[src/rtl/tm1638_pkg.sv]
// Shared TM1638 protocol definitions: FSM states, command opcodes and mode-bit positions.
// Pure declarations: no logic, no latency, no flow control.
package tm1638_pkg;

    typedef enum logic [2:0] {
        S_IDLE,
        S_CMD,
        S_WDATA,
        S_RDATA,
        S_IGNORE
    } state_t;

    localparam logic [1:0] CMD_DATA = 2'b01;
    localparam logic [1:0] CMD_DISP = 2'b10;
    localparam logic [1:0] CMD_ADDR = 2'b11;

    localparam int MODE_READ_BIT  = 1;
    localparam int MODE_FIXED_BIT = 2;
    localparam int DISP_ON_BIT    = 3;

endpackage

[src/rtl/tm1638_sync_edge.sv]
// Synchronises one asynchronous pin into i_clk and flags its rising/falling edges.
// Latency: SYNC_STAGES cycles to level, edges valid for one cycle; no backpressure.
module tm1638_sync_edge #(
    parameter int   SYNC_STAGES = 2,
    parameter logic IDLE_LEVEL  = 1'b1
) (
    input  logic i_clk,
    input  logic i_rst,
    input  logic din,
    output logic level,
    output logic rise,
    output logic fall
);

    logic [SYNC_STAGES-1:0] sync_q;
    logic                   prev_q;

    always_ff @(posedge i_clk or posedge i_rst) begin
        if (i_rst) begin
            sync_q <= {SYNC_STAGES{IDLE_LEVEL}};
            prev_q <= IDLE_LEVEL;
        end else begin
            sync_q <= {sync_q[SYNC_STAGES-2:0], din};
            prev_q <= sync_q[SYNC_STAGES-1];
        end
    end

    assign level = sync_q[SYNC_STAGES-1];
    assign rise  = level & ~prev_q;
    assign fall  = ~level & prev_q;

endmodule

[src/rtl/tm1638_responder.sv]
// TM1638 slave: decodes controller commands into a 16x8 display RAM, display control and key readback.
// Latency: pin edges act SYNC_STAGES+1 cycles late, RAM read port 1 cycle; no backpressure (protocol is master-paced).
import tm1638_pkg::*;

module tm1638_responder #(
    parameter int SYNC_STAGES = 2
) (
    input  logic        i_clk,
    input  logic        i_rst,
    input  logic        i_tm_stb,
    input  logic        i_tm_clk,
    input  logic        i_dio,
    output logic        o_dio,
    output logic        o_dio_oe,
    input  logic [31:0] i_keys,
    input  logic [3:0]  i_ram_addr,
    output logic [7:0]  o_ram_data,
    output logic        o_display_on,
    output logic [2:0]  o_brightness,
    output logic        o_frame_done
);

    logic stb_lvl, stb_rise, stb_fall;
    logic clk_unused_lvl, clk_rise, clk_fall;
    logic dio_lvl, dio_unused_rise, dio_unused_fall;

    tm1638_sync_edge #(.SYNC_STAGES(SYNC_STAGES), .IDLE_LEVEL(1'b1)) u_sync_stb (
        .i_clk(i_clk), .i_rst(i_rst), .din(i_tm_stb),
        .level(stb_lvl), .rise(stb_rise), .fall(stb_fall)
    );
    tm1638_sync_edge #(.SYNC_STAGES(SYNC_STAGES), .IDLE_LEVEL(1'b1)) u_sync_clk (
        .i_clk(i_clk), .i_rst(i_rst), .din(i_tm_clk),
        .level(clk_unused_lvl), .rise(clk_rise), .fall(clk_fall)
    );
    tm1638_sync_edge #(.SYNC_STAGES(SYNC_STAGES), .IDLE_LEVEL(1'b1)) u_sync_dio (
        .i_clk(i_clk), .i_rst(i_rst), .din(i_dio),
        .level(dio_lvl), .rise(dio_unused_rise), .fall(dio_unused_fall)
    );

    state_t      state, state_d;
    logic [2:0]  bit_cnt;
    logic [6:0]  shift_q;
    logic [7:0]  byte_in;
    logic        byte_done;
    logic        saw_clk, armed;
    logic [1:0]  flush_cnt;
    logic [3:0]  pointer;
    logic        fixed_q, read_q;
    logic [31:0] keys_snap;
    logic [5:0]  rd_idx;
    logic        dio_q;
    logic        start_txn, cmd_done, ram_we, frame_pulse;
    logic [7:0]  ram [16];

    // Bits arrive LSB first, so the newest bit enters at the top of the byte.
    assign byte_in   = {dio_lvl, shift_q};
    assign byte_done = clk_rise && (bit_cnt == 3'd7) && (state != S_IDLE);

    always_comb begin
        state_d     = state;
        start_txn   = 1'b0;
        cmd_done    = 1'b0;
        ram_we      = 1'b0;
        frame_pulse = 1'b0;
        if (stb_rise) begin
            state_d     = S_IDLE;
            frame_pulse = (state != S_IDLE) && (saw_clk || clk_rise);
        end else begin
            case (state)
                S_IDLE: begin
                    if (stb_fall && armed) begin
                        state_d   = S_CMD;
                        start_txn = 1'b1;
                    end
                end
                S_CMD: begin
                    if (byte_done) begin
                        cmd_done = 1'b1;
                        case (byte_in[7:6])
                            CMD_DATA: state_d = byte_in[MODE_READ_BIT] ? S_RDATA : S_IGNORE;
                            CMD_ADDR: state_d = S_WDATA;
                            default:  state_d = S_IGNORE;
                        endcase
                    end
                end
                S_WDATA: ram_we = byte_done;
                default: ;
            endcase
        end
    end

    always_ff @(posedge i_clk or posedge i_rst) begin
        if (i_rst) state <= S_IDLE;
        else       state <= state_d;
    end

    always_ff @(posedge i_clk or posedge i_rst) begin
        if (i_rst) begin
            bit_cnt      <= 3'd0;
            shift_q      <= 7'd0;
            saw_clk      <= 1'b0;
            armed        <= 1'b0;
            flush_cnt    <= 2'd0;
            pointer      <= 4'd0;
            fixed_q      <= 1'b0;
            read_q       <= 1'b0;
            keys_snap    <= 32'd0;
            rd_idx       <= 6'd0;
            dio_q        <= 1'b1;
            o_display_on <= 1'b0;
            o_brightness <= 3'd0;
            o_frame_done <= 1'b0;
        end else begin
            o_frame_done <= frame_pulse;
            // STB held low through reset must not look like a new transaction: wait for it to be seen high.
            if (flush_cnt != 2'd3) flush_cnt <= flush_cnt + 2'd1;
            else if (stb_lvl)      armed     <= 1'b1;

            if (start_txn || stb_rise) begin
                bit_cnt <= 3'd0;
                saw_clk <= 1'b0;
            end else if ((state != S_IDLE) && clk_rise) begin
                shift_q <= byte_in[7:1];
                bit_cnt <= bit_cnt + 3'd1;
                saw_clk <= 1'b1;
            end

            if (cmd_done) begin
                case (byte_in[7:6])
                    CMD_DATA: begin
                        read_q    <= byte_in[MODE_READ_BIT];
                        fixed_q   <= byte_in[MODE_FIXED_BIT];
                        keys_snap <= i_keys;
                        rd_idx    <= 6'd0;
                    end
                    CMD_DISP: begin
                        o_display_on <= byte_in[DISP_ON_BIT];
                        o_brightness <= byte_in[2:0];
                    end
                    CMD_ADDR: pointer <= byte_in[3:0];
                    default: ;
                endcase
            end
            if (ram_we && !fixed_q) pointer <= pointer + 4'd1;

            if (stb_rise) begin
                dio_q <= 1'b1;
            end else if ((state == S_RDATA) && clk_fall) begin
                if (rd_idx[5]) begin
                    dio_q <= 1'b1;
                end else begin
                    dio_q  <= keys_snap[rd_idx[4:0]];
                    rd_idx <= rd_idx + 6'd1;
                end
            end
        end
    end

    always_ff @(posedge i_clk) begin
        if (ram_we) ram[pointer] <= byte_in;
    end

    always_ff @(posedge i_clk or posedge i_rst) begin
        if (i_rst) o_ram_data <= 8'd0;
        else       o_ram_data <= ram[i_ram_addr];
    end

    assign o_dio    = dio_q;
    assign o_dio_oe = (state == S_RDATA) && read_q && !stb_rise;

endmodule

[config.mk]
export PLATFORM = sky130hd
export DESIGN_NAME = tm1638_responder
export DESIGN_NICKNAME = d
export VERILOG_FILES = /design/src/rtl/tm1638_pkg.sv /design/src/rtl/tm1638_sync_edge.sv /design/src/rtl/tm1638_responder.sv
export SDC_FILE = /design/constraint.sdc
export NUM_CORES = 1
export LEC_CHECK = 0
export BUFFER_PORTS_ARGS = -buffer_cell sky130_fd_sc_hd__buf_2
export CORE_ASPECT_RATIO = 0.6
export CORE_MARGIN = 4
export CORE_UTILIZATION = 30
export DETAILED_ROUTE_END_ITERATION = 16
export GPL_TIMING_DRIVEN = 0
export HOLD_SLACK_MARGIN = 0.02
export PLACE_DENSITY = 0.43
export SYNTH_ARGS = -nofsm -noshare
export SYNTH_HDL_FRONTEND = slang
export SYNTH_SLANG_ARGS = --single-unit
[constraint.sdc]
create_clock -name i_clk -period 3.3 [get_ports i_clk]
set_clock_uncertainty 0.05 [all_clocks]
set_input_delay 0.165 -clock i_clk [delete_from_list [all_inputs] [get_ports i_clk]]
set_output_delay 0.165 -clock i_clk [all_outputs]
set_load 0.01 [all_outputs]
==> key figures <==
Setup path
  • Data arrival time of the critical path: roughly 2.9 ns
  • Ordered cell list for the critical path: ha_1, ha_1, nor3b_1, nand4_2, nor3b_1, and2_1
  • Path type of the worst setup path: reg2reg
  • Depth of the worst register-to-register path: 6
  • Register-to-register path setup slack: 0.51 ns
  • Cell with the biggest individual delay on the critical path: sky130_fd_sc_hd__and2_1
  • Required time worst endpoint: 3.37 ns
  • Worst stage delay on the critical path: between 0.5 and 0.6 ns
  • Worst r2r src: bit_cnt[0]$_DFFE_PP0P_
  • Terminus of the critical flop-to-flop path: ram[7][4]$_DFFE_PP_
  • Maximum fanout along the worst path: 9
  • Crit path launch type: flop
  • Critical Path End Type: flop

Outcome
  • Result of the run: finished clean

Clock tree
  • Clock transition at the registers of the reported paths: roughly 0.060 ns
  • Clock latency on the worst-skew pair: 0.50 ns
  • Maximum number of buffers from clock root to sink: 3
  • Count of hold-fix buffers inserted at cts: 36
  • Number of buffers created by CTS: 22
  • Post-CTS Resized: 0
  • Setup repair bufs after CTS: 0
  • H-tree depth: 1
  • Number of clock sinks: 211
  • Buffer cell driving the clock tree root: sky130_fd_sc_hd__clkbuf_16
  • TritonCTS clock tree: yes

Power and ir drop
  • Sw frac: 22.1%
  • Power share of the combinational group: 4.3%
  • Sequential share of power: 53.1%
  • Power density over the cells: 597 nW/µm²
  • Max VDD drop: 256 µV
  • Switching component of the power: 1370 µW
  • Tot Pwr: between 6000 and 7000 µW
  • Clock network fraction of design power: between 40% and 50%
  • Internal cell power: 4850 µW
  • Static leakage: 0.00384 µW

Logic synthesis
  • Register area share after synthesis: 70.0%
  • Top cell type's share of synthesized area: 45.3%
  • Leading area contributor after synthesis: sky130_fd_sc_hd__edfxtp_1
  • Number of synthesis warnings: 0
  • Synth async-reset ratio: 39.3%
  • Number of storage elements in the synthesis netlist: 211
  • Mapped cell area: 8480 µm²
  • Post-Syn Nets: 587
  • Number of distinct standard cells referenced by the synthesized netlist: 45
  • Top flip-flop cell by instance count after synthesis: sky130_fd_sc_hd__edfxtp_1
  • Average instance area after synthesis: 15.8 µm²
  • Count of flip-flops with a built-in enable after synthesis: 128
  • Cell count after synthesis: approximately 540
  • Dominant cells by area after synthesis: sky130_fd_sc_hd__edfxtp_1 45%, sky130_fd_sc_hd__dfrtp_1 22%, sky130_fd_sc_hd__mux4_2 11%

Floorplanning
  • IO Count: 56
  • Cell row count: 47
  • Initial Util: 30.6%
  • Height of the die: roughly 140 µm
  • Total die area: 31100 µm²
  • Die boundary width: around 230 µm
  • Core region area: 27700 µm²

Route
  • Drt first pass iters: 5
  • Post-DRT Antenna Nets: 0
  • Drt via density: 4.69
  • Residual DRC: 0
  • Total Routed Length: 20.1 mm
  • Final routed wire length divided by cell count: 19.4 µm
  • DR iter-0 viols: between 200 and 300
  • Number of vias in the routed layout: 4873

Global routing
  • Global Route Usage Sum: 13.2%
  • Leftover overflow at the end of global routing: 0
  • Wire length of the first global-routing pass: approximately 32 mm
  • Global Route met1 Usage: 21.4%
  • Fraction of met2 tracks used by global routing: 18.6%
  • Gr busiest metal: met1
  • Antenna violations before repair: 2
  • Fraction of met3 tracks used by global routing: between 2 and 2.5%
  • Largest net degree at the start of global routing: 46
  • Vias in the first global route: roughly 5200

STA
  • Total count of hold-check failures in the final report: 0
  • Peak Freq: 358 MHz
  • Final Worst Setup Slack: 0.510 ns
  • Setup repair after global routing missed its margin: no
  • Min cycle time layout: 2.79 ns
  • Max-slew headroom at the worst pin: 34.3%
  • Part of the cycle the worst path needs: 84.5%
  • Number of max-slew violations in the final report: 0
  • Count of endpoints failing setup in the final report: 0
  • Hold Slack: ~0.20 ns
  • Actual transition at the worst max-transition pin: 0.986 ns

Worst hold path
  • Hold worst-path end: o_ram_data[0]$_DFF_PP0_
  • HP Class: in2reg
  • Worst hold path startpoint: i_ram_addr[3]
  • Worst hold stages: 2

Place
  • Total of buffers placed on input and output ports: 52
  • Pre-CTS setup slack: 0.501 ns
  • Routability cong.: 0.780
  • Post-DP HPWL: 13.5 mm
  • Placed standard-cell area: around 9300 µm²

Layout
  • Post-route cell area: 10400 µm²
  • Sequential Area: 5930 µm²
  • Most frequent cells in the layout: 128 x sky130_fd_sc_hd__edfxtp_1, 111 x sky130_fd_sc_hd__nand2_1, 74 x sky130_fd_sc_hd__dfrtp_1, 62 x sky130_fd_sc_hd__buf_2, 40 x sky130_fd_sc_hd__mux4_2
  • Final net count: 704
  • Combined area of the multi-input logic cells: roughly 2400 µm²
  • Layout Utilization: between 30 and 40%
  • Layout cell share with drive strength beyond 1: 26.1%
  • Antenna Diode Count: 0
  • Fillers: 2599
  • Layout area overhead: 23.0%
  • Most common cell after layout, fill and taps aside: sky130_fd_sc_hd__edfxtp_1

Flow run
  • MaxCap Viol Count: 0
[cell usage after synthesis, types with 2 or more instances]
cell type / n
sky130_fd_sc_hd__buf_1: 2
sky130_fd_sc_hd__mux2i_1: 16
sky130_fd_sc_hd__nor2_1: 20
sky130_fd_sc_hd__and3_1: 3
sky130_fd_sc_hd__inv_1: 9
sky130_fd_sc_hd__a22oi_1: 4
sky130_fd_sc_hd__nor3b_1: 3
sky130_fd_sc_hd__a221o_1: 2
sky130_fd_sc_hd__a211oi_1: 3
sky130_fd_sc_hd__a311oi_1: 2
sky130_fd_sc_hd__nand4_1: 2
sky130_fd_sc_hd__clkbuf_1: 10
sky130_fd_sc_hd__nand3_1: 9
sky130_fd_sc_hd__mux2_2: 14
sky130_fd_sc_hd__nor3_1: 4
sky130_fd_sc_hd__xnor2_1: 3
sky130_fd_sc_hd__dfrtp_1: 74
sky130_fd_sc_hd__nor4_1: 5
sky130_fd_sc_hd__nor3_2: 2
sky130_fd_sc_hd__nor2b_1: 5
sky130_fd_sc_hd__buf_2: 10
sky130_fd_sc_hd__a21oi_1: 5
sky130_fd_sc_hd__ha_1: 8
sky130_fd_sc_hd__and2_1: 9
sky130_fd_sc_hd__dfstp_2: 9
sky130_fd_sc_hd__o21ai_0: 7
sky130_fd_sc_hd__nand2b_1: 4
sky130_fd_sc_hd__mux4_2: 40
sky130_fd_sc_hd__nand2_1: 111
sky130_fd_sc_hd__edfxtp_1: 128
[worst max path at each step]
stage,from,to
2_1_floorplan,bit_cnt[0]$_DFFE_PP0P_,ram[0][0]$_DFFE_PP_
3_3_place_gp,i_rst,o_ram_data[7]$_DFF_PP0_
3_5_place_dp,bit_cnt[0]$_DFFE_PP0P_,ram[15][1]$_DFFE_PP_
4_1_cts,bit_cnt[0]$_DFFE_PP0P_,ram[7][4]$_DFFE_PP_
5_1_grt,bit_cnt[0]$_DFFE_PP0P_,ram[12][0]$_DFFE_PP_
6_report,bit_cnt[0]$_DFFE_PP0P_,ram[7][4]$_DFFE_PP_
[critical path, delay by kind of cell (launching register included)]
family	cells	cell delay (ns)
simple gates	4	1.63
flops	1	0.37
fa+ha+maj	2	0.36
[per-layer routing]
layer / up-vias / part of all wire [%] / wire length, µm
li1: 2238 / - / -
met2: 105 / 42 / 8400
met4: 0 / 1.9 / 374
met5: - / 0 / 0
met1: 2504 / 51 / 10300
met3: 26 / 4.9 / 982
[area by class of cell]
| type | count | share of cell area (%) |
|---|---|---|
| sequential | 211 | 56.9 |
| multi-input combinational | 296 | 23.4 |
| timing repair buffer | 93 | 6.50 |
| clock buffer | 33 | 6.20 |
| tap | 367 | 4.40 |
| clock inverter | 7 | 1.34 |
| buffer | 22 | 0.912 |
| inverter | 9 | 0.348 |
[kinds of logic after synthesis]
group / count (synthesis) / share of synthesized area [%]
AO/OA/AOI/OAI: 28 / 2.24
flip-flops: 211 / 70.0
adder cells (fa/ha/maj): 8 / 1.18
buffers and inverters: 31 / 1.52
multiplexers: 70 / 14.4
XOR/XNOR: 4 / 0.413
AND/OR/NAND/NOR: 186 / 10.3
[flip-flops by register name, indices dropped and copies added (netlist names), 3 cells and up]
name          flops
bit_cnt           3
keys_snap        32
o_brightness      3
o_ram_data        8
pointer           4
ram             128
rd_idx            6
shift_q           7
state             3
[stage by stage]
stage	std cells	setup TNS [ns]
3_5_place_dp	962	0
2_1_floorplan	538	0
4_1_cts	1038	0
6_report	1038	0
5_1_grt	1038	0
3_3_place_gp	957	-12.71
[power groups by stage]
stage	Sequential (µW)	Clock (µW)	Combinational [µW]
6_report	3300	2650	268
3_3_place_gp	3350	0	231
5_1_grt	3330	2850	295
3_5_place_dp	3360	0	241
4_1_cts	3310	2730	275
2_1_floorplan	3210	0	148
No activity file was read; power rests on OpenSTA's default activity.
